==> src/rtl/grf_wb_ctrl.sv <==
// grf_wb_ctrl: write-side controller for the GRF write port.
// Merges the never-stalled W-stage result with a late secondary producer
// (valid/ready) buffered in a small FIFO, and reports pending writes so
// decode can stall readers of registers that are still in flight.
// Optional macro GRF_WB_TRACE_EN enables simulation trace displays on
// push, pop and kill events; without it no display code is compiled.
module grf_wb_ctrl #(
    parameter int DEPTH = 4,
    parameter int PTR_W = 2
) (
    input  logic        Clk,
    input  logic        Reset,
    input  logic        m_we,
    input  logic [4:0]  m_a3,
    input  logic [31:0] m_wd,
    input  logic [31:0] m_pc,
    input  logic        s_valid,
    input  logic [4:0]  s_a3,
    input  logic [31:0] s_wd,
    input  logic [31:0] s_pc,
    output logic        s_ready,
    input  logic [4:0]  q_a1,
    input  logic [4:0]  q_a2,
    output logic        q_hit1,
    output logic        q_hit2,
    output logic        WE,
    output logic [4:0]  A3,
    output logic [31:0] WD,
    output logic [31:0] PC
);

    localparam logic [PTR_W:0]   FULL_CNT = (PTR_W + 1)'(DEPTH);
    localparam logic [PTR_W:0]   CNT_ONE  = (PTR_W + 1)'(1);
    localparam logic [PTR_W-1:0] PTR_ONE  = PTR_W'(1);

    // FIFO storage; valid_r marks live (pushed, not popped, not killed) entries
    logic [4:0]       a3_r [DEPTH];
    logic [31:0]      wd_r [DEPTH];
    logic [31:0]      pc_r [DEPTH];
    logic [DEPTH-1:0] valid_r;
    logic [PTR_W-1:0] rd_ptr_r;
    logic [PTR_W-1:0] wr_ptr_r;
    logic [PTR_W:0]   count_r;

    logic main_req_s;
    logic push_s;
    logic pop_s;
    logic head_live_s;

    assign s_ready = (count_r != FULL_CNT);

    // Request decode: $0 targets are treated as no write at all
    always_comb begin
        main_req_s  = m_we && (m_a3 != 5'd0);
        push_s      = s_valid && s_ready && (s_a3 != 5'd0);
        pop_s       = !main_req_s && (count_r != {(PTR_W + 1){1'b0}});
        head_live_s = valid_r[rd_ptr_r];
    end

    // Pending-write query against live FIFO entries and the output stage
    always_comb begin
        q_hit1 = 1'b0;
        q_hit2 = 1'b0;
        for (int i = 0; i < DEPTH; i++) begin
            if (valid_r[i] && (a3_r[i] == q_a1)) begin
                q_hit1 = 1'b1;
            end else begin
                q_hit1 = q_hit1;
            end
            if (valid_r[i] && (a3_r[i] == q_a2)) begin
                q_hit2 = 1'b1;
            end else begin
                q_hit2 = q_hit2;
            end
        end
        if (WE && (A3 == q_a1)) begin
            q_hit1 = 1'b1;
        end else begin
            q_hit1 = q_hit1;
        end
        if (WE && (A3 == q_a2)) begin
            q_hit2 = 1'b1;
        end else begin
            q_hit2 = q_hit2;
        end
        if (q_a1 == 5'd0) begin
            q_hit1 = 1'b0;
        end else begin
            q_hit1 = q_hit1;
        end
        if (q_a2 == 5'd0) begin
            q_hit2 = 1'b0;
        end else begin
            q_hit2 = q_hit2;
        end
    end

    // Output stage: main write wins, otherwise drain the FIFO head
    always_ff @(posedge Clk) begin
        if (Reset) begin
            WE <= 1'b0;
            A3 <= 5'd0;
            WD <= 32'd0;
            PC <= 32'd0;
        end else if (main_req_s) begin
            WE <= 1'b1;
            A3 <= m_a3;
            WD <= m_wd;
            PC <= m_pc;
        end else if (pop_s && head_live_s) begin
            WE <= 1'b1;
            A3 <= a3_r[rd_ptr_r];
            WD <= wd_r[rd_ptr_r];
            PC <= pc_r[rd_ptr_r];
        end else begin
            // killed head or nothing to write: idle slot, hold the bus
            WE <= 1'b0;
        end
    end

    // FIFO bookkeeping: kill by younger main write, pop, push, count
    always_ff @(posedge Clk) begin
        if (Reset) begin
            valid_r  <= {DEPTH{1'b0}};
            rd_ptr_r <= {PTR_W{1'b0}};
            wr_ptr_r <= {PTR_W{1'b0}};
            count_r  <= {(PTR_W + 1){1'b0}};
            for (int i = 0; i < DEPTH; i++) begin
                a3_r[i] <= 5'd0;
                wd_r[i] <= 32'd0;
                pc_r[i] <= 32'd0;
            end
        end else begin
            if (main_req_s) begin
                for (int i = 0; i < DEPTH; i++) begin
                    if (valid_r[i] && (a3_r[i] == m_a3)) begin
                        valid_r[i] <= 1'b0;
`ifdef GRF_WB_TRACE_EN
                        $display("%d@%h: wb kill $%d <= %h", $time, pc_r[i], a3_r[i], wd_r[i]);
`else
                        // trace disabled
`endif
                    end
                end
            end
            if (pop_s) begin
                valid_r[rd_ptr_r] <= 1'b0;
                rd_ptr_r          <= rd_ptr_r + PTR_ONE;
`ifdef GRF_WB_TRACE_EN
                $display("%d@%h: wb pop $%d <= %h", $time, pc_r[rd_ptr_r], a3_r[rd_ptr_r], wd_r[rd_ptr_r]);
`else
                // trace disabled
`endif
            end
            if (push_s) begin
                a3_r[wr_ptr_r]    <= s_a3;
                wd_r[wr_ptr_r]    <= s_wd;
                pc_r[wr_ptr_r]    <= s_pc;
                valid_r[wr_ptr_r] <= 1'b1;
                wr_ptr_r          <= wr_ptr_r + PTR_ONE;
`ifdef GRF_WB_TRACE_EN
                $display("%d@%h: wb push $%d <= %h", $time, s_pc, s_a3, s_wd);
`else
                // trace disabled
`endif
            end
            case ({push_s, pop_s})
                2'b10:   count_r <= count_r + CNT_ONE;
                2'b01:   count_r <= count_r - CNT_ONE;
                default: count_r <= count_r;
            endcase
        end
    end

endmodule

==> config.mk <==
export PLATFORM = sky130hd
export DESIGN_NAME = grf_wb_ctrl
export DESIGN_NICKNAME = d
export VERILOG_FILES = /design/src/rtl/grf_wb_ctrl.sv
export SDC_FILE = /design/constraint.sdc
export NUM_CORES = 1
export LEC_CHECK = 0
export BUFFER_PORTS_ARGS = -buffer_cell sky130_fd_sc_hd__clkbuf_2
export CAP_MARGIN = 20
export CORE_ASPECT_RATIO = 1.1
export CORE_MARGIN = 3
export CORE_UTILIZATION = 30
export DETAILED_ROUTE_END_ITERATION = 12
export SETUP_SLACK_MARGIN = 0.2
export SLEW_MARGIN = 20
export SYNTH_ARGS = -nofsm -noshare
export SYNTH_HDL_FRONTEND = slang
export SYNTH_SLANG_ARGS = --single-unit
==> constraint.sdc <==
create_clock -name Clk -period 9.6 [get_ports Clk]
set_input_delay 0.96 -clock Clk [delete_from_list [all_inputs] [get_ports Clk]]
set_output_delay 0.96 -clock Clk [all_outputs]
set_load 0.005 [all_outputs]
Word level (Yosys, flattened, before mapping) --
Memory sizes are Yosys's and may differ from the RTL's. A register that Yosys moved wholly into a read port is not among the register bits. Index checks and enable logic that the tools add are counted.
Storage, ports and cells: input port bits 152, output and inout port bits 73, bits in writable memories 276, logic and storage cells 127, flip-flop bits (word level) 81, memories 3
Memories:
- pc_r | depth 4, width 32, rd ports 1, clocked after Yosys merged registers in 1, wr ports 4, RTL line 39 | logic [31:0] pc_r [DEPTH];
- wd_r | depth 4, width 32, rd ports 1, clocked after Yosys merged registers in 1, wr ports 4, RTL line 38 | logic [31:0] wd_r [DEPTH];
- a3_r | depth 4, width 5, rd ports 5, clocked after Yosys merged registers in 1, wr ports 4, RTL line 37 | logic [4:0] a3_r [DEPTH];
Cells by class: magnitude comparators 4, reductions and logical operators 32, bitwise logic cells 3, muxes and demuxes 56, add/subtract/negate cells 4, eq/ne operators 17
Operators by type and width (number):
- two-way mux 32 bit | 6
- == test 5 bit | 14
- OR reduction 32 bit | 2
- two-way mux 1 bit | 29
- logical AND 1 bit | 21
- two-way mux 4 bit | 5
- two-way mux 2 bit | 9
- two-way mux 5 bit | 3
- zero test 5 bit | 2
- nonzero test 5 bit | 2
- less-than comparator 2 x 3 -> 1 bit (second input constant) | 2
- one-hot mux 3 bit (2 select lines) | 1
- OR reduction 5 bit | 1
- adder 2 x 1 -> 2 bit (second input constant) | 2
- AND 4 bit | 1
- demux 1 bit (select 2 bit) | 2
- greater-or-equal comparator 2 x 1 -> 1 bit (second input constant) | 2
- inverter 4 bit | 1
- bitwise OR 4 bit | 1
- nonzero test 2 bit | 2
- adder 3 x 1 -> 3 bit (second input constant) | 1
- inequality test 3 bit (second input constant) | 1
- nonzero test 3 bit | 1
- subtractor 3 x 1 -> 3 bit (second input constant) | 1
- other kinds (4) | 4

Longest topological paths before layout --
depth in word-level cells 10, mapped depth 11, mapped depth without buffers 9

Worst setup path after synthesis --
OpenSTA, ideal clock, no wires.
path kind input to register, from in s_a3[3], to mem a3_r[3][0], enable pin, required time 9002 ps, buffers on the path 0, library setup time 598 ps, stages on the path 3, slack 2605 ps, arrival 6397 ps, cell sequence or4_1 > o211ai_2 > o31ai_1
RTL lines:
- start: declaration | RTL line 18 | input logic [4:0] s_a3,
- end: declaration | RTL line 37

Worst setup path after layout --
from in m_a3[1], to reg count_r[2]
Between the ends: cells in the longest elaborated chain, start to end 6, elaborated cells between the ends (all ways) 8, classes of those cells eq/ne (2); mux (1); reduce/logical (5)
RTL lines:
- start: declaration | RTL line 14 | input logic [4:0] m_a3,
- nonzero test 5 bit (*) | RTL line 54 | main_req_s = m_we && (m_a3 != 5'd0);
- logical AND 1 bit (*) | RTL line 54
- zero test 1 bit (*) | RTL line 56 | pop_s = !main_req_s && (count_r != {(PTR_W + 1){1'b0}});
- logical AND 1 bit (*) | RTL line 56
- == test 2 x 1 -> 1 bit or == test 2 bit (tied branches) | RTL line 167 | case ({push_s, pop_s})
- one-hot mux 3 bit (2 select lines) or nonzero test 2 bit (tied branches)
- end signal: assignment | RTL line 168 | 2'b10: count_r <= count_r + CNT_ONE;
- end signal: assignment | RTL line 169 | 2'b01: count_r <= count_r - CNT_ONE;
- end signal: assignment | RTL line 170 | default: count_r <= count_r;
- end: declaration | RTL line 43 | logic [PTR_W:0] count_r;
Every way passes the cells marked *; elsewhere a longest branch is shown, timed or not. A chain may end at the register's enable or synchronous reset.

==> metrics.txt <==
number of routed nets with antenna violations 0; RSZ-0062 raised after global routing no; GRT overflow 0; worst setup path endpoint count_r[2]$_SDFFE_PP0P_; global-route wire length before repair 66350 um; endpoints failing setup 0; worst min path class reg2reg; CP Launch Type primary input; sequential cell area 9957 um2; Die Wd 230.8 um; CTS buffer count 42; worst vdd ir about 0.11 mV; setup TNS 0 ns; sequence of cells on the critical path clkbuf_2, or4_4, o21ai_4, buf_4, o31a_1, ha_1, inv_1, fa_1, xor2_1, or3_1, a21oi_1; CP arrival around 4.1 ns; reg-to-reg slack, setup 6.73 ns; actual slew at the worst max-slew pin 0.9780 ns; core area 54950 um2; fin crit share 0.3771; drt total wl about 44000 um; pins over their slew limit 0; GP Congestion ~0.86; CTS tree done; Area after DPL 18430 um2; instance count on the critical path 11; Post-synth top flop edfxtp_1; Final Hold Vio Count 0; largest net degree at the start of global routing 137; Top delay family on crit path simple AND/OR/NAND/NOR gates; # diodes 0; postcts setup bufs 0; die height 253.2 um; Crit Reg-Reg Endpoint pc_r[0][27]$_SDFFCE_PN0P_; Final min period 3.620 ns; Pleak approximately 7.7 nW; leading cell types in the layout, fill and taps excluded and2_1 (276), edfxtp_1 (276), clkbuf_2 (223), dfxtp_1 (81), nor2_1 (77); synthesized area per cell 14.19 um2; clock-pin slew on the worst setup and hold paths ~0.060 ns; Rows 90; CP Class in2reg; warnings from Yosys 0; GRT Overall Usage 0.1498; Post-synth EDFFs 276; DRC errors left 0; Clk Latency, worst-skew pair 0.54 ns; CP max stage delay between 0.5 and 0.6 ns; total power 4.585 mW; CTS Hold Bufs 0; Pwr Density 231.2 nW/um2; Vias per Instance between 4 and 5; Post-Syn Area 16670 um2; crit end category flop; Yosys cell types 43; area of the multi-input gates ~6300 um2; DP Wirelength 26180 um; Req. time, crit path 10.08 ns; Fmax achieved 276.2 MHz; initial core utilization 0.3034; Seq/Total Area, Yosys 0.5968; DRT iter0 DRCs 448; Detailed Routing Iterations Pass 1 5; CTS sink count 359; R2R cell count 6; worst setup path startpoint m_a3[1]; Fill cells between 5000 and 6000; Port Buffers 224; WL per Instance between 20 and 25 um; Die ar. 58440 um2; status completed; I/O pin count roughly 230; Layout Skew 0.01833 ns; vias in the first global route between 10000 and 15000; Critical R2R Launch count_r[0]$_SDFFE_PP0P_; post-synth net total roughly 1300; Slew HR 0.3480; Post-synth ARST share 0; antenna violations before repair 2; Post-CTS Resized 0; #FFs+latches synth 359; fin area 19830 um2; worst path buffer plus inverter count 3; DR vias 10110; layout net count approximately 1500; Max Cap Violations 0; CTS Root Cell clkbuf_16; H-tree Lvls 2; Max stage delay cell, worst path or4_4; Synth Instances 1175; area delta synth->final 18.96%; layout cells sized above 1 0.2991; clk buf depth 3; Max FO, Critical Path 32
==> layout make-up <==
| cell class | count | share of cell area |
|---|---|---|
| clock inverters | 18 | 0.009905 |
| well taps | 736 | 0.04644 |
| flip-flops and latches | 359 | 0.5021 |
| repair buffers | 241 | 0.06410 |
| multi-input cells | 713 | 0.3156 |
| clock buffers | 58 | 0.05962 |
| inverters | 12 | 0.002271 |
==> flip-flops by register name (all words and copies together), names as in the netlist, named ones only <==
register,count
valid_r,4
WE,1
count_r,3
pc_r,128
wd_r,128
PC,32
rd_ptr_r,2
wr_ptr_r,2
A3,5
a3_r,20
WD,32
==> Yosys cell counts (all sizes together), types with 2 or more instances <==
master	count	area, um2
clkbuf	66	247.7
nor4	16	118.9
or2	3	18.77
ha	9	112.6
dfxtp	83	1662
xnor2	19	166.4
edfxtp	276	8288
a211oi	65	653.1
mux2i	67	670.6
a32oi	3	26.28
o22ai	2	12.51
o22a	2	17.52
or4	4	33.78
o31ai	2	15.01
o21ai	2	21.27
inv	12	45.04
nor2	78	292.8
mux4	70	1577
xor2	51	446.7
a32o	3	30.03
a311oi	4	35.03
buf	25	234.0
and2	276	1727
nand3	13	65.06
nand2	12	52.55
a21oi	4	20.02
a221oi	2	17.52
==> power by group <==
group          internal (mW)  total [mW]  switching, mW
Sequential              1.88        2.03          0.148
Clock                  0.968        1.60          0.630
Combinational          0.463       0.954          0.491
==> worst min-delay path by stage <==
stage | startpoint | end | slack, ns | cells after the start
after floorplan | count_r[2]$_SDFFE_PP0P_ | count_r[2]$_SDFFE_PP0P_ | 0.48 | 2
after global placement | PC[25]$_SDFFE_PP0P_ | PC[25]$_SDFFE_PP0P_ | 0.49 | 2
after detailed placement | WD[26]$_SDFFE_PP0P_ | WD[26]$_SDFFE_PP0P_ | 0.49 | 2
after CTS | WD[26]$_SDFFE_PP0P_ | WD[26]$_SDFFE_PP0P_ | 0.50 | 2
after global routing | WD[25]$_SDFFE_PP0P_ | WD[25]$_SDFFE_PP0P_ | 0.52 | 2
final | WD[26]$_SDFFE_PP0P_ | WD[26]$_SDFFE_PP0P_ | 0.50 | 2
==> cell families (layout without fill, tap and decap cells) <==
kind of cell	Yosys count	after routing	synth area share
mux	137	137	0.1348
simple gates	404	404	0.1394
fa+ha+maj	10	10	0.007956
compound gates	92	92	0.05269
buf+inv	103	329	0.03160
xor+xnor	70	70	0.03678
flops	359	359	0.5968
==> per-stage QoR <==
stage,cells,hold slack (ns),util,worst slack (ns)
global route,2137,0.5222,0.3609,5.854
detailed placement,2060,0.4926,0.3353,5.410
CTS,2136,0.5007,0.3604,6.006
global placement,2060,0.4850,0.3353,5.405
finish,2137,0.5006,0.3609,5.980
floorplan,1175,0.4844,-,2.605
==> worst min-delay path, stage by stage (launching register included) <==
cell	delay, ns
dfxtp_1	0.31
nor2_1	0.09
a211oi_1	0.05
==> routing by layer <==
layer / global-route usage / routed length (um) / up-vias
met5: 0 / 23 / -
met1: 0.1892 / 18590 / 5089
met2: 0.2575 / 21610 / 250
met3: 0.03229 / 2218 / 70
li1: - / - / 4697
met4: 0.04640 / 1120 / 4
Note: power is estimated with default switching activity, not from simulation.
